==> config.mk <==
export PLATFORM = sky130hd
export DESIGN_NAME = reg_uniform_mode_flat
export DESIGN_NICKNAME = d
export VERILOG_FILES = /design/src/rtl/reg_uniform_mode_pkg.sv /design/src/rtl/reg_uniform_mode_if.sv /design/src/rtl/reg_uniform_mode_cell.sv /design/src/rtl/reg_uniform_mode.sv /design/src/flat_wrapper.sv
export SDC_FILE = /design/constraint.sdc
export NUM_CORES = 1
export LEC_CHECK = 0
export BUFFER_PORTS_ARGS = -buffer_cell sky130_fd_sc_hd__buf_2
export CORE_AREA = 2 2 442 444
export CTS_BUF_LIST = sky130_fd_sc_hd__clkbuf_16
export CTS_CLUSTER_SIZE = 8
export DETAILED_ROUTE_END_ITERATION = 10
export DIE_AREA = 0 0 444 446
export PLACE_DENSITY_LB_ADDON = 0.08
export SETUP_SLACK_MARGIN = 0.5
export SYNTH_ARGS = -nofsm -noshare
export SYNTH_HDL_FRONTEND = slang
export SYNTH_SLANG_ARGS = --single-unit
==> constraint.sdc <==
create_clock -name clk_i -period 3.5 [get_ports clk_i]
set_clock_uncertainty 0.05 [all_clocks]
set_input_delay 0.525 -clock clk_i [delete_from_list [all_inputs] [get_ports clk_i]]
set_output_delay 0.525 -clock clk_i [all_outputs]
set_load 0.05 [all_outputs]
==> src/rtl/reg_uniform_mode_pkg.sv <==
// Shared types for the per-register access-mode register file.
// Optional build macro in the top: REG_UNIFORM_MODE_RO_ERR_EN.
package reg_uniform_mode_pkg;

   typedef enum logic [1:0] {REG_RW, REG_RO, REG_W1C, REG_W1S} reg_mode_e;

   typedef enum logic {IDLE, RESP} state_e;

endpackage

==> src/rtl/reg_uniform_mode_if.sv <==
// Flattened register-bus request/response bundle between the bus demux and the register file.
interface reg_uniform_mode_if #(
   parameter int ADDR_WIDTH = 32,
   parameter int DATA_WIDTH = 32
);
   logic [ADDR_WIDTH-1:0]   reg_addr;
   logic                    reg_write;
   logic [DATA_WIDTH-1:0]   reg_wdata;
   logic [DATA_WIDTH/8-1:0] reg_wstrb;
   logic                    reg_valid;
   logic                    reg_ready;
   logic [DATA_WIDTH-1:0]   reg_rdata;
   logic                    reg_error;

   modport master (
      output reg_addr, reg_write, reg_wdata, reg_wstrb, reg_valid,
      input  reg_ready, reg_rdata, reg_error
   );

   modport slave (
      input  reg_addr, reg_write, reg_wdata, reg_wstrb, reg_valid,
      output reg_ready, reg_rdata, reg_error
   );
endinterface

==> src/rtl/reg_uniform_mode_cell.sv <==
// One register of the file: mode-dependent next-state logic on byte enables, set and clear
// vectors, plus the storage flop.
module reg_uniform_mode_cell
   import reg_uniform_mode_pkg::*;
#(
   parameter int        REG_WIDTH = 32,
   parameter reg_mode_e MODE      = REG_RW
) (
   input  logic                   clk_i,
   input  logic                   rst_i,
   input  logic [REG_WIDTH-1:0]   init_val_i,
   input  logic [REG_WIDTH/8-1:0] sw_be_i,
   input  logic [REG_WIDTH-1:0]   sw_wdata_i,
   input  logic                   hw_we_i,
   input  logic [REG_WIDTH-1:0]   hw_wdata_i,
   input  logic [REG_WIDTH-1:0]   hw_set_i,
   output logic [REG_WIDTH-1:0]   q_o,
   output logic                   sw_wr_o
);

   logic [REG_WIDTH-1:0] q_q, q_d;
   logic [REG_WIDTH-1:0] mask;
   logic [REG_WIDTH-1:0] base;

   always_comb begin
      for (int b = 0; b < REG_WIDTH/8; b++) begin
         mask[b*8 +: 8] = {8{sw_be_i[b]}};
      end
   end

   assign base = hw_we_i ? hw_wdata_i : q_q;

   // W1C: hw_set is OR-ed last so a same-cycle set beats a software clear.
   always_comb begin
      q_d = q_q;
      case (MODE)
         REG_RW:  q_d = (sw_wdata_i & mask) | (base & ~mask);
         REG_RO:  q_d = base;
         REG_W1C: q_d = (q_q & ~(sw_wdata_i & mask)) | hw_set_i;
         REG_W1S: q_d = base | (sw_wdata_i & mask);
         default: q_d = q_q;
      endcase
   end

   always_ff @(posedge clk_i) begin
      if (rst_i) q_q <= init_val_i;
      else       q_q <= q_d;
   end

   assign q_o     = q_q;
   assign sw_wr_o = (MODE != REG_RO) && (|sw_be_i);

endmodule

==> src/rtl/reg_uniform_mode.sv <==
// Register file with per-register RW/RO/W1C/W1S modes and a registered 2-cycle response.
// Macro REG_UNIFORM_MODE_RO_ERR_EN: a write touching an RO register errors and is dropped.
module reg_uniform_mode
   import reg_uniform_mode_pkg::*;
#(
   parameter int        ADDR_WIDTH         = 32,
   parameter int        DATA_WIDTH         = 32,
   parameter int        NUM_REG            = 8,
   parameter int        REG_WIDTH          = 32,
   parameter reg_mode_e REG_MODE [NUM_REG] = '{default: REG_RW}
) (
   input  logic                         clk_i,
   input  logic                         rst_i,
   input  logic [NUM_REG*REG_WIDTH-1:0] init_val_i,
   input  logic [NUM_REG-1:0]           hw_we_i,
   input  logic [NUM_REG*REG_WIDTH-1:0] hw_wdata_i,
   input  logic [NUM_REG*REG_WIDTH-1:0] hw_set_i,
   output logic [NUM_REG*REG_WIDTH-1:0] reg_q_o,
   output logic [NUM_REG-1:0]           wr_evt_o,
   reg_uniform_mode_if.slave            bus
);

   localparam int K         = DATA_WIDTH / REG_WIDTH;
   localparam int BPR       = REG_WIDTH / 8;
   localparam int NUM_WORDS = (NUM_REG + K - 1) / K;
   localparam int OFFS_W    = $clog2(DATA_WIDTH / 8);

   state_e                  state_q, state_d;
   logic [DATA_WIDTH-1:0]   rdata_q, rdata_d;
   logic                    error_q, error_d;
   logic [NUM_REG-1:0]      wr_evt_q, wr_evt_d;
   logic [NUM_REG-1:0]      sw_wr;
   logic [DATA_WIDTH-1:0]   word_val;
   logic [ADDR_WIDTH-1:0]   word_addr;
   logic                    commit;
   logic                    in_range;
   logic                    drop;

   assign word_addr = bus.reg_addr >> OFFS_W;
   assign in_range  = word_addr < ADDR_WIDTH'(NUM_WORDS);
   assign commit    = (state_q == IDLE) && bus.reg_valid;

`ifdef REG_UNIFORM_MODE_RO_ERR_EN
   logic [NUM_REG-1:0] ro_hit;
   assign drop = |ro_hit;
`else
   assign drop = 1'b0;
`endif

   for (genvar i = 0; i < NUM_REG; i++) begin : g_reg
      localparam int SLOT = i % K;
      localparam int WORD = i / K;

      logic           hit;
      logic [BPR-1:0] raw_be;
      logic [BPR-1:0] be;

      assign hit    = commit && bus.reg_write && (word_addr == ADDR_WIDTH'(WORD));
      assign raw_be = hit ? bus.reg_wstrb[SLOT*BPR +: BPR] : '0;
      assign be     = drop ? '0 : raw_be;
`ifdef REG_UNIFORM_MODE_RO_ERR_EN
      assign ro_hit[i] = (REG_MODE[i] == REG_RO) && (|raw_be);
`endif

      reg_uniform_mode_cell #(
         .REG_WIDTH (REG_WIDTH),
         .MODE      (REG_MODE[i])
      ) u_cell (
         .clk_i      (clk_i),
         .rst_i      (rst_i),
         .init_val_i (init_val_i[i*REG_WIDTH +: REG_WIDTH]),
         .sw_be_i    (be),
         .sw_wdata_i (bus.reg_wdata[SLOT*REG_WIDTH +: REG_WIDTH]),
         .hw_we_i    (hw_we_i[i]),
         .hw_wdata_i (hw_wdata_i[i*REG_WIDTH +: REG_WIDTH]),
         .hw_set_i   (hw_set_i[i*REG_WIDTH +: REG_WIDTH]),
         .q_o        (reg_q_o[i*REG_WIDTH +: REG_WIDTH]),
         .sw_wr_o    (sw_wr[i])
      );
   end

   // Pre-write bus word; unused slots and out-of-range words read as zero.
   always_comb begin
      word_val = '0;
      for (int i = 0; i < NUM_REG; i++) begin
         if (word_addr == ADDR_WIDTH'(i / K)) begin
            word_val[(i % K)*REG_WIDTH +: REG_WIDTH] = reg_q_o[i*REG_WIDTH +: REG_WIDTH];
         end
      end
   end

   always_ff @(posedge clk_i) begin
      if (rst_i) state_q <= IDLE;
      else       state_q <= state_d;
   end

   always_comb begin
      state_d = state_q;
      case (state_q)
         IDLE:    if (bus.reg_valid) state_d = RESP;
         RESP:    state_d = IDLE;
         default: state_d = IDLE;
      endcase
   end

   always_comb begin
      bus.reg_ready = (state_q == RESP);
   end

   always_comb begin
      rdata_d  = rdata_q;
      error_d  = error_q;
      wr_evt_d = '0;
      if (commit) begin
         rdata_d  = word_val;
         error_d  = !in_range || drop;
         wr_evt_d = sw_wr;
      end
   end

   always_ff @(posedge clk_i) begin
      if (rst_i) begin
         rdata_q  <= '0;
         error_q  <= 1'b0;
         wr_evt_q <= '0;
      end else begin
         rdata_q  <= rdata_d;
         error_q  <= error_d;
         wr_evt_q <= wr_evt_d;
      end
   end

   assign bus.reg_rdata = rdata_q;
   assign bus.reg_error = error_q;
   assign wr_evt_o      = wr_evt_q;

endmodule

==> src/flat_wrapper.sv <==
// flat-port wrapper written by rule: the top's interface ports become plain ports
module reg_uniform_mode_flat import reg_uniform_mode_pkg::*;
#(
   parameter int        ADDR_WIDTH         = 32,
   parameter int        DATA_WIDTH         = 32,
   parameter int        NUM_REG            = 8,
   parameter int        REG_WIDTH          = 32,
   parameter reg_mode_e REG_MODE [NUM_REG] = '{default: REG_RW}
)
  (clk_i, rst_i, init_val_i, hw_we_i, hw_wdata_i, hw_set_i, reg_q_o, wr_evt_o, bus_reg_addr, bus_reg_write, bus_reg_wdata, bus_reg_wstrb, bus_reg_valid, bus_reg_ready, bus_reg_rdata, bus_reg_error);
  reg_uniform_mode_if #(.ADDR_WIDTH(ADDR_WIDTH), .DATA_WIDTH(DATA_WIDTH)) bus_i ();
  input  logic clk_i;
  input  logic rst_i;
  input  logic [NUM_REG*REG_WIDTH-1:0] init_val_i;
  input  logic [NUM_REG-1:0] hw_we_i;
  input  logic [NUM_REG*REG_WIDTH-1:0] hw_wdata_i;
  input  logic [NUM_REG*REG_WIDTH-1:0] hw_set_i;
  output logic [NUM_REG*REG_WIDTH-1:0] reg_q_o;
  output logic [NUM_REG-1:0] wr_evt_o;
  input wire logic [$bits(bus_i.reg_addr)-1:0] bus_reg_addr;
  input wire logic [$bits(bus_i.reg_write)-1:0] bus_reg_write;
  input wire logic [$bits(bus_i.reg_wdata)-1:0] bus_reg_wdata;
  input wire logic [$bits(bus_i.reg_wstrb)-1:0] bus_reg_wstrb;
  input wire logic [$bits(bus_i.reg_valid)-1:0] bus_reg_valid;
  output wire logic [$bits(bus_i.reg_ready)-1:0] bus_reg_ready;
  output wire logic [$bits(bus_i.reg_rdata)-1:0] bus_reg_rdata;
  output wire logic [$bits(bus_i.reg_error)-1:0] bus_reg_error;
  assign bus_i.reg_addr = bus_reg_addr;
  assign bus_i.reg_write = bus_reg_write;
  assign bus_i.reg_wdata = bus_reg_wdata;
  assign bus_i.reg_wstrb = bus_reg_wstrb;
  assign bus_i.reg_valid = bus_reg_valid;
  assign bus_reg_ready = bus_i.reg_ready;
  assign bus_reg_rdata = bus_i.reg_rdata;
  assign bus_reg_error = bus_i.reg_error;
  reg_uniform_mode #(.ADDR_WIDTH(ADDR_WIDTH), .DATA_WIDTH(DATA_WIDTH), .NUM_REG(NUM_REG), .REG_WIDTH(REG_WIDTH), .REG_MODE(REG_MODE)) u_core (.clk_i(clk_i), .rst_i(rst_i), .init_val_i(init_val_i), .hw_we_i(hw_we_i), .hw_wdata_i(hw_wdata_i), .hw_set_i(hw_set_i), .reg_q_o(reg_q_o), .wr_evt_o(wr_evt_o), .bus(bus_i));
endmodule
# --- Word-level counts from Yosys, hierarchy flattened ---
# Index checks and enable logic that the tools add are counted.
totals:
  ff_bits: 298
  in_bits: 848
  out_inout_bits: 298
  elab_cells: 109
classes:
  order_cmp: 1
  eq_ne: 7
  muxes: 34
  bitwise: 34
  reduce_logical: 21
op_table:
  columns: ["cell", "count"]
  rows:
  - ["$mux 32", 24]
  - ["$and 32x32->32", 16]
  - ["$not 32->32", 8]
  - ["$or 32x32->32", 8]
  - ["$eq 30x3->1 const B", 4]
  - ["$eq 30x2->1 const B", 2]
  - ["$logic_not 32->1", 1]
  - ["$mux 4", 8]
  - ["$reduce_or 4->1", 8]
  - ["$eq 30x1->1 const B", 1]
  - ["$lt 30x4->1 const B", 1]
  - ["$logic_and 1x1->1", 10]
  - ["$not 1->1", 2]
  - ["$pmux 1 s2", 1]
  - ["$reduce_or 2->1", 1]
  - ["$logic_not 1->1", 1]
  - ["$mux 1", 1]

# --- Longest topological paths before layout ---
# Gate-level depths: netlist of run 1.
depth:
  word_depth: 9
  ltp_mapped: 8

# --- Cells and area by module ---
# Synthesis of run 1 repeated with hierarchy kept, for this count alone.
unflattened:
  hier_cells: 2005
  area_unflattened_um2: 20198.1
by_module_without_submodules:
  columns: ["mod", "instances", "cells_each", "area_each_um2", "seq_area_each_um2"]
  rows:
  - ["reg_uniform_mode_cell", 8, 180, 2000.7, 960.9]
  - ["reg_uniform_mode", 1, 565, 4192.8, 840.8]

# --- Least setup slack after synthesis of run 1 ---
# OpenSTA, ideal clock, no wires.
synth_timing:
  path_type: "input port to flip-flop"
  from: "input bus_reg_addr[19]"
  to: "register with a tool-made name"
  setup_ps: 328
  arrival_ps: 2002
  setup_slack_ps: 1120
  cell_stages: 7
  path_cell_list: "nor4_1 and4_1 buf_2 buf_4 and3_1 clkbuf_1 or3_1"
synth_lines:
  columns: ["item", "line", "rtl"]
  rows:
  - ["start: declaration", "flat_wrapper.sv:20", "input wire logic [$bits(bus_i.reg_addr)-1:0] bus_reg_addr;"]

==> summary.txt, run 1 <==
Clocking
  • Root Driver: clkbuf_16
  • TritonCTS buffer count: 48
  • Post-cts resize count: 0
  • TritonCTS clock tree: built
  • H-tree depth: 2
  • Post-CTS setup buffers: 0
  • CTS hold repair buffers: 0
  • Clock transition at path regs: 60 ps
  • CTS max path bufs: 3
  • Clock latency on the worst-skew pair: approximately 650 ps
  • Clock sinks: 298

Detailed routing
  • Remaining DRCs: 0
  • Routed vias/inst: about 4.0
  • Drt initial violations: around 1,600
  • WL final: roughly 170 mm
  • Total number of vias: 20,800
  • Routed length per placed instance: 34.0 um
  • DR pass1 iterations: 5
  • DRT antenna net count: 0

Logic synthesis
  • Syn nets: 2,547
  • Register area share after synthesis: 47.6%
  • Async set or reset register ratio after synthesis: 0%
  • Synth top area share: 43.0%
  • Synth Register Bits: around 300
  • Leading area contributor after synthesis: edfxtp_1
  • Synthesized area: ~0.018 mm2
  • EDFF count, synth: between 200 and 300
  • Synth top cells by count: 256 x a221o_1, 256 x a31oi_1, 256 x edfxtp_1
  • Top cells by area, synth: edfxtp_1 43%, a221o_1 14%, a31oi_1 8.9%
  • Mapped Cells: 1,699
  • Synth unique cells: 35
  • Synthesized area per cell: 10.5 um2
  • YS warnings: 0
  • Main synth FF type: edfxtp_1

Placed design
  • HPWL Detailed: 141 mm
  • Final Wtd Congestion: about 0.84
  • Placed cells: between 5,000 and 6,000
  • IO buf count: 887

Critical path
  • CP startpoint kind: register
  • Kind of critical path: reg -> reg
  • CP startpoint: u_core.bus.reg_ready
  • Worst Path Max Fanout: 20
  • CP Data Required Time: 3710 ps
  • Critical path endpoint category: register
  • Reg2reg start: u_core.bus.reg_ready
  • Worst path arrival time: about 2700 ps

Layout
  • Final #Nets: between 3,000 and 4,000
  • Layout cells sized above 1: 46.5%
  • Fill cells: 22,100
  • Area Growth Syn to Fin: 53.6%
  • Layout Cells excl Fill: 5,145
  • Multi-input gate area: 0.00843 mm2
  • Register area: 0.00853 mm2

Run
  • Max Cap Viol: 0

Timing
  • Final Max Tran Viols: 0
  • Final Cycle Share: 70.5%
  • RSZ-0062 raised after global routing: no
  • Setup TNS: 0 ps
  • Highest clock rate: 0.405 GHz
  • Slew @ Worst Pin: 1210 ps
  • Final hold violation count: 0
  • Relative slew slack: 19.4%
  • Fin crit period: 2470 ps
  • # setup viols final: 0

Global route
  • First-pass GRT wire length: 223 mm
  • GRT Total Usage: 16.9%
  • GRT overflow: 0
  • Vias in the first global route: 22,000
  • Largest net degree at the start of global routing: 98
  • Antenna violations before repair: 102

Floorplan
  • Core Region: 0.194 mm2
  • Top Ports: 1,146
  • Row Count: around 160
  • Die area: 0.198 mm2
  • Die X: 444 um
  • Die height: 446 um
  • Initial core utilization: a little under a tenth

Worst hold path
  • Worst hold-check path type: in -> reg
  • Min-Delay Startpoint: init_val_i[126]

Power and ir drop
  • Pleak: roughly 0.011 uW
  • VDD IR max: 0.270 mV
  • Power Dens Cells: 457 mW/mm2

Outcome
  • Outcome: finished clean
cell type report:
cell class              instances  area share [%]
flip-flops and latches        298            31.0
well taps                    2542            11.6
multi-input cells            1140            30.6
repair buffers               1049            21.4
diodes                         27           0.246
inverters                       1          0.0137
clock inverters                39           0.683
clock buffers                  49            4.46
worst max-delay path, stage by stage, from the launching register on:
cell      delay (ps)
dfxtp_1          330
nand4b_1         190
buf_4            190
nor2_4           390
buf_12           280
and3_1           200
or3_1            430
layer usage:
metal / global-route usage (%) / wire [um]
met1: 20.1 / 70600
met2: 29.7 / 85700
met3: 4.40 / 12600
met4: 4.97 / 5670
met5: 0 / 334
final timing paths:
kind	endpoint	slack [ps]	cells after the start
worst max-delay path	register	1030	6
worst min-delay path	register	140	2
worst max register to register	register	1030	6
worst min register to register	u_core.bus.reg_rdata[29]	410	1
where the power goes:
group	switching (uW)	internal [uW]	leakage [uW]
sequential	267	4260	0.00301
combinational	2500	958	0.00723
clock	2030	2570	0.000783
kinds of logic (layout without fill, tap and decap cells):
kind of cell    count (synthesis)  count (layout)  synth area share [%]
compound gates                615             615                  27.5
buf+inv                       261            1138                  6.22
flops                         298             298                  47.6
mux                            65              65                  6.17
other cells                     0              27                     0
simple gates                  460             460                  12.4
layout by cell type (no fill, tap or decap), drive strengths merged, types with 2 or more instances in the layout:
cell | synthesis | routed
nor2 | 40 | 40
nor4 | 6 | 6
mux4 | 33 | 33
or3 | 32 | 32
or4 | 31 | 31
a221o | 256 | 256
edfxtp | 256 | 256
mux2 | 32 | 32
nand3b | 4 | 4
nor2b | 41 | 41
a31oi | 256 | 256
and3 | 36 | 36
o22ai | 31 | 31
buf | 121 | 1049
dfxtp | 42 | 42
nand2 | 253 | 253
a32o | 31 | 31
clkinv | 1 | 13
nor3 | 4 | 4
nand2b | 3 | 3
nor4b | 4 | 4
a21oi | 31 | 31
o41a | 8 | 8
clkbuf | 139 | 49
diode | 0 | 27
inv | 0 | 26
nand3 | 2 | 2
stage by stage:
step | area, um2 | total power, uW | util, % | hold WS (ps) | setup slack [ps]
floorplan | 17900 | 6410 | - | 662 | 1120
global placement | 26000 | 8130 | 13.4 | 401 | 447
detailed placement | 26000 | 8110 | 13.4 | 403 | 444
CTS | 27400 | 12800 | 14.2 | 66.0 | 964
global route | 27500 | 13100 | 14.2 | 106 | 913
finish | 27500 | 12600 | 14.2 | 139 | 1030
Power figures use the tool's default switching activity.
==> run 2: changes to the inputs <==
- ABC_AREA: not set -> 1
- CORE_AREA: 2 2 442 444 -> 2 2 450 452
- DIE_AREA: 0 0 444 446 -> 0 0 452 454
- clock period: 3.5 -> 2.4 ns (I/O delays scaled with it)
==> run 2 against run 1 <==
Sequential share of layout area fell by 7.7 points. Area after synthesis fell by 2.2%. Die area rose by 3.6%. Non-clock buffer count rose by 550. Combinational power rose by 67%. Register-to-register slack got worse by 620 ps. Largest cell class is now buffers.
==> summary.txt, run 2 <==
Timing
  • Fin crit period: 1980 ps (-482 ps)
  • RSZ-0062 raised after global routing: yes
  • Final Max Tran Viols: 0 (unchanged)
  • Setup ws final: 415 ps (-618 ps)
  • Slew @ Worst Pin: 1390 ps (+184 ps)
  • Final hold violation count: 0 (unchanged)
  • Relative slew slack: 6.96% (-12 points)
  • Highest clock rate: 0.504 GHz (+24%)
  • # setup viols final: 0 (unchanged)
  • Final hold slack: 42.0 ps (-97.2 ps)
  • Final Cycle Share: 82.7% (+12 points)

Critical path
  • Kind of critical path: reg -> reg
  • Worst Path Max Fanout: 4 (-80%)
  • Critical path endpoint category: register
  • CP startpoint kind: register
  • Worst path arrival time: 2330 ps (-350 ps)
  • CP Data Required Time: 2750 ps (-960 ps)

Logic synthesis
  • Top cells by area, synth: edfxtp_1 44%, nand3_1 14%, a31oi_1 8.6%
  • Syn nets: 3,051 (+20%)
  • Synthesized area: 0.0175 mm2 (-2.2%)
  • YS warnings: 0 (unchanged)
  • Synth unique cells: 34 (-2.9%)
  • Synth top cells by count: 482 x nand3_1, 363 x nand2_1, 349 x nor2_1
  • Most frequent cell after synthesis: nand3_1
  • Main synth FF type: edfxtp_1
  • EDFF count, synth: 256 (unchanged)
  • Register area share after synthesis: 48.7% (+1.1 points)
  • Async set or reset register ratio after synthesis: 0% (unchanged)
  • Mapped Cells: 2,203 (+30%)
  • Synth Register Bits: 298 (unchanged)
  • Leading area contributor after synthesis: edfxtp_1
  • Synth top area share: 43.9% (+0.95 points)
  • Synthesized area per cell: 7.95 um2 (-25%)

Global route
  • Antenna violations before repair: 50 (-51%)
  • GRT Total Usage: 16.0% (-0.87 points)
  • Largest net degree at the start of global routing: 81 (-17%)
  • Vias in the first global route: 24,000 (+9.2%)
  • GRT overflow: 0 (unchanged)
  • First-pass GRT wire length: 220 mm (-1.4%)

Power and ir drop
  • Combinational share of power: 29.6% (+2.1 points)
  • Internal power: 12,000 uW (+54%)
  • Clock share of power: 35.9% (-0.7 points)
  • Power Dens Cells: 533 mW/mm2 (+16%)
  • Sw frac: 38.5% (+0.39 points)
  • Seq pwr share: 34.5% (-1.5 points)
  • Pleak: 0.0145 uW (+31%)
  • Final Power: 19,500 uW (+55%)
  • VDD IR max: 0.492 mV (+82%)
  • Switch Pwr: 7500 uW (+57%)

Outcome
  • Outcome: finished clean

Clocking
  • TritonCTS buffer count: 50 (+4.2%)
  • Clock sinks: 298 (unchanged)
  • Root Driver: clkbuf_16
  • Clock latency on the worst-skew pair: 670 ps (+20 ps)
  • H-tree depth: 2 (unchanged)
  • TritonCTS clock tree: built
  • Clock transition at path regs: 60 ps (about the same)
  • CTS max path bufs: 3 (unchanged)

Worst hold path
  • Worst hold-check path type: in -> reg

Detailed routing
  • DRT antenna net count: 0 (unchanged)
  • Routed vias/inst: 3.65 (-9.6%)
  • DR pass1 iterations: 5 (unchanged)
  • Drt initial violations: 1,325 (-15%)
  • WL final: 174 mm (-0.44%)
  • Remaining DRCs: 0 (unchanged)
  • Total number of vias: 23,300 (+12%)
  • Routed length per placed instance: 27.3 um (-20%)

Layout
  • Final #Nets: 4,506 (+33%)
  • Fill cells: 22,800 (+3.3%)
  • Layout cells sized above 1: 44.5% (-2.1 points)
  • Area Growth Syn to Fin: 109%
  • Most frequent cells in the layout: 792 x buf_2, 384 x dlygate4sd3_1, 367 x nand3_1
  • Layout Cells excl Fill: 6,387 (+24%)
  • Most common cell after layout, fill and taps aside: buf_2

Floorplan
  • Top Ports: 1,146 (unchanged)
  • Die X: 452 um (+1.8%)
  • Row Count: 165 (+1.9%)
  • Core Region: 0.201 mm2 (+3.8%)
  • Die height: 454 um (+1.8%)
  • Initial core utilization: 8.72% (-0.53 points)
  • Die area: 0.205 mm2 (+3.6%)

Placed design
  • IO buf count: 887 (unchanged)
  • Final Wtd Congestion: 0.806 (-3.6%)
  • HPWL Detailed: 143 mm (+1.6%)
  • Dpl ws: -447 ps (-891 ps)
  • Placed cells: 5,830 (+16%)

Run
  • Max Cap Viol: 0 (unchanged)
run 2: changes by cell type after synthesis, sizes merged, moves of 41 or more:
| cell | before | now |
|---|---|---|
| nand3 | 2 | 486 |
| nor2 | 40 | 370 |
| a221o | 256 | 0 |
| nand2 | 253 | 367 |
| inv | 0 | 73 |
| nand4 | 1 | 66 |
| buf | 121 | 65 |
| a21oi | 31 | 80 |
| nor2b | 41 | 0 |
run 2: area by class of cell:
type	instances	area [um2]	share of cell area (%)
repair buffers	1599	12500	34.1
multi-input cells	1631	10300	28.0
flip-flops and latches	298	8530	23.3
well taps	2672	3340	9.14
clock buffers	53	1330	3.63
inverters	76	419	1.15
clock inverters	36	158	0.431
diodes	20	50.0	0.137
repair inverters	2	22.5	0.0616
run 2: metal layers:
layer	up-vias	global-route usage, %	wire [um]
met5	-	0	98
met2	819	28.9	87000
met4	18	3.78	4670
li1	10900	-	-
met3	200	5.05	12200
met1	11400	18.3	70200
run 2: stage by stage:
step	instance area, um2	TNS (ps)	utilization, %
CTS	34200	0	17.0
global route	36600	0	18.2
global placement	28000	-74310	13.9
floorplan	18000	0	-
finish	36600	0	18.2
detailed placement	28000	-69820	13.9
run 2: what timing repair did:
item                                    CTS  global route
hold buffers                            382             2
gates cloned                              1            10
gates resized for setup                 195           348
buffers inserted                         30            23
pin swaps                                31           124
hold endpoints to repair                215             2
endpoints found under the setup margin  353           307
run 2: kinds of logic (layout without fill, tap and decap cells):
kind of cell / count (synthesis) / in the layout / synth area share (%)
and+or+nand+nor: 1301 / 1302 / 33.7
AOI/OAI and AO/OA: 329 / 329 / 11.4
DFF: 298 / 298 / 48.7
other: 0 / 20 / 0
buffers and inverters: 275 / 1766 / 6.20
run 2: path summary, 6_finish.rpt:
path                                          startpoint                       end  slack [ps]  depth (start not counted)
worst max-delay path                u_core.bus.reg_ready                  register         420                         11
worst max register to register      u_core.bus.reg_ready                  register         420                         11
worst min register to register  u_core.bus.reg_rdata[17]  u_core.bus.reg_rdata[17]         410                          2
worst min-delay path                     init_val_i[253]                  register          40                          3
run 2: power by group through the flow:
stage / combinational, uW / clock, uW / sequential [uW]
after floorplan: 854 / 0 / 8350
after global placement: 4900 / 0 / 6890
after detailed placement: 4850 / 0 / 6900
after CTS: 5670 / 7380 / 6760
after global routing: 6100 / 7510 / 6780
final: 5770 / 7000 / 6720
run 2: worst max-delay path, stage by stage (launching register included):
cell and delay, ps:
dfxtp_2 330, nor2_4 130, nand2_4 100, buf_12 140, nor3_4 220, buf_12 150, nand2_4 60, buf_8 160
buf_12 130, buf_6 120, nand3_2 40, a31oi_1 80
==> run 3: changes to the inputs <==
- clock period: 2.4 -> 1.7 ns (I/O delays scaled with it)
==> run 3 against run 2 <==
Cell area grew 21%. Wire length grew 6.1%. Sequential power grew 42%. The run now ends with setup timing left. Die area is the same. Flip-flop and latch count is the same. Clock-buffer cell count shrank 3. First-iteration DRC count shrank 13%. Worst setup slack lost 730 ps. Highest routed layer unchanged. Maximum frequency shrank 1.6%. Critical path depth grew 1.
==> summary.txt, run 3 (same netlist as run 2, synthesis figures left out) <==
Outcome
  • Outcome: complete, but fails checks
  • Failing checks: setup timing

Power and ir drop
  • Internal power: 18,600 uW (+55%)
  • VDD IR max: 0.736 mV (+50%)
  • Power Dens Cells: 679 mW/mm2 (+27%)
  • Switch Pwr: 11,500 uW (+53%)
  • Seq pwr share: 31.8% (-2.7 points)
  • Clock share of power: 33.5% (-2.4 points)
  • Sw frac: 38.1% (-0.37 points)
  • Combinational share of power: 34.7% (+5.1 points)
  • Pleak: 0.0176 uW (+21%)
  • Final Power: 30,100 uW (+54%)

Run
  • Max Cap Viol: 0 (unchanged)

Detailed routing
  • Routed length per placed instance: 27.3 um (+0.19%)
  • WL final: 185 mm (+6.1%)
  • Remaining DRCs: 0 (unchanged)
  • DRT antenna net count: 0 (unchanged)
  • Routed vias/inst: 3.70 (+1.4%)
  • DR pass1 iterations: 5 (unchanged)
  • Total number of vias: 25,000 (+7.4%)
  • Drt initial violations: 1,156 (-13%)

Timing
  • Final Max Tran Viols: 0 (unchanged)
  • Final hold violation count: 0 (unchanged)
  • Highest clock rate: 0.496 GHz (-1.6%)
  • Relative slew slack: 57.1% (+50 points)
  • RSZ-0062 raised after global routing: yes
  • Setup ws final: -316 ps (-732 ps)
  • Fin crit period: 2020 ps (+31.6 ps)
  • Final Cycle Share: 119% (+36 points)
  • Setup TNS: -99,030 ps (-99,030 ps)
  • # setup viols final: 523 (+523)
  • Slew @ Worst Pin: 644 ps (-746 ps)

Layout
  • Final #Nets: 4,886 (+8.4%)
  • Most common cell after layout, fill and taps aside: buf_2
  • Area Growth Syn to Fin: 153%
  • Fill cells: 22,100 (-2.9%)
  • Layout cells sized above 1: 52.9% (+8.4 points)
  • Most frequent cells in the layout: 616 x buf_2, 482 x dlygate4sd3_1, 365 x buf_4

Clocking
  • TritonCTS clock tree: built
  • H-tree depth: 2 (unchanged)
  • CTS max path bufs: 3 (unchanged)
  • Clock transition at path regs: 60 ps (about the same)
  • Clock latency on the worst-skew pair: 670 ps (about the same)
  • Root Driver: clkbuf_16
  • TritonCTS buffer count: 50 (unchanged)
  • Clock sinks: 298 (unchanged)

Placed design
  • Final Wtd Congestion: 0.810 (+0.51%)
  • HPWL Detailed: 150 mm (+4.6%)
  • IO buf count: 887 (unchanged)
  • Dpl ws: -949 ps (-502 ps)

Floorplan
  • Die height: 454 um (unchanged)
  • Core Region: 0.201 mm2 (unchanged)
  • Row Count: 165 (unchanged)
  • Die area: 0.205 mm2 (unchanged)
  • Top Ports: 1,146 (unchanged)
  • Initial core utilization: 8.72% (unchanged)
  • Die X: 452 um (unchanged)

Global route
  • GRT overflow: 0 (unchanged)
  • Largest net degree at the start of global routing: 43 (-47%)
  • Antenna violations before repair: 51 (+2.0%)
  • Vias in the first global route: 26,800 (+12%)
  • GRT Total Usage: 17.4% (+1.3 points)
  • First-pass GRT wire length: 240 mm (+9.0%)

Critical path
  • Kind of critical path: reg -> reg
  • Critical-path cell list: nor2_4, buf_6, buf_12, nand2_8, nor2_4, buf_12, buf_12, buf_12, nand2_8, buf_12, nand3_4, a31oi_4
  • Critical path endpoint category: register
  • CP Data Required Time: 2030 ps (-720 ps)
  • CP startpoint kind: register
  • Worst path arrival time: 2350 ps (+20 ps)
  • Slowest stage cell, crit path: dfxtp_4
  • Slowest stage delay, CP: 350 ps (+20 ps)
  • Most Frequent Cell on Critical Path: buf_12
  • Worst Path Max Fanout: 5 (+1)

Worst hold path
  • Worst hold-check path type: in -> reg
## run 3: cell types whose count changed in the layout (fill, tap and decap cells not counted), moves of 25 or more
cell	delta
buf_8	+30
buf_2	-176
dlygate4sd3_1	+98
buf_12	+69
nand2_1	-28
a31oi_4	+36
nand3_1	-126
nand3_4	+34
buf_4	+96
buf_6	+253
dfxtp_1	-25
nand3_2	+92
## run 3: power by group through the flow
stage	Combinational (uW)	Clock, uW	Sequential, uW
after floorplan	1220	0	11800
after global routing	11000	10800	9640
final	10400	10100	9560
after CTS	10400	10600	9590
after detailed placement	7180	0	9820
after global placement	7250	0	9820
## run 3: area by class of cell
class	instances	area, um2	area share, %
Timing Repair Buffer	1970	18100	40.8
Multi-Input combinational cell	1634	12300	27.6
Sequential cell	298	8580	19.3
Tap cell	2672	3340	7.54
Clock buffer	50	1250	2.82
Inverter	76	485	1.09
Clock inverter	39	235	0.530
Timing Repair inverter	8	82.6	0.186
Antenna cell	18	45.0	0.102
## run 3: metrics by stage
stage               cells  utilization (%)  hold slack [ps]  cell area, um2
CTS                  6729             21.2             2.32           42600
floorplan            2203                -              393           18100
global route         6761             22.1             32.0           44300
detailed placement   5917             14.4              402           28900
finish               6765             22.1             45.3           44400
global placement     5917             14.4              402           28900
## run 3: what timing repair did
item	CTS	global route
endpoints found under the setup margin	852	852
resized for setup	1270	262
hold endpoints to repair	254	0
pin swaps	231	151
hold buffers	482	0
gates cloned	23	2
buffers inserted	218	16
## run 3: worst paths after layout
kind,startpoint,end,slack [ps],cells after the start
max reg2reg,u_core.bus.reg_ready,register,-320,12
min reg2reg,u_core.bus.reg_rdata[30],u_core.bus.reg_rdata[30],410,2
max,u_core.bus.reg_ready,register,-320,12
min,hw_wdata_i[87],register,50,3
## run 3: critical path: cells and delay by family (launching register included)
kind                   cells  cell delay (ps)
flip-flops                 1              350
AND/OR/NAND/NOR            5              500
buffers and inverters      6              730
AO/OA/AOI/OAI              1               90
## run 3: metal layers
metal  routed length [um]  global-route usage, %
met1                73200                   19.7
met4                 5550                   4.64
met2                93300                   31.5
met5                  115                      0
met3                12600                   4.96
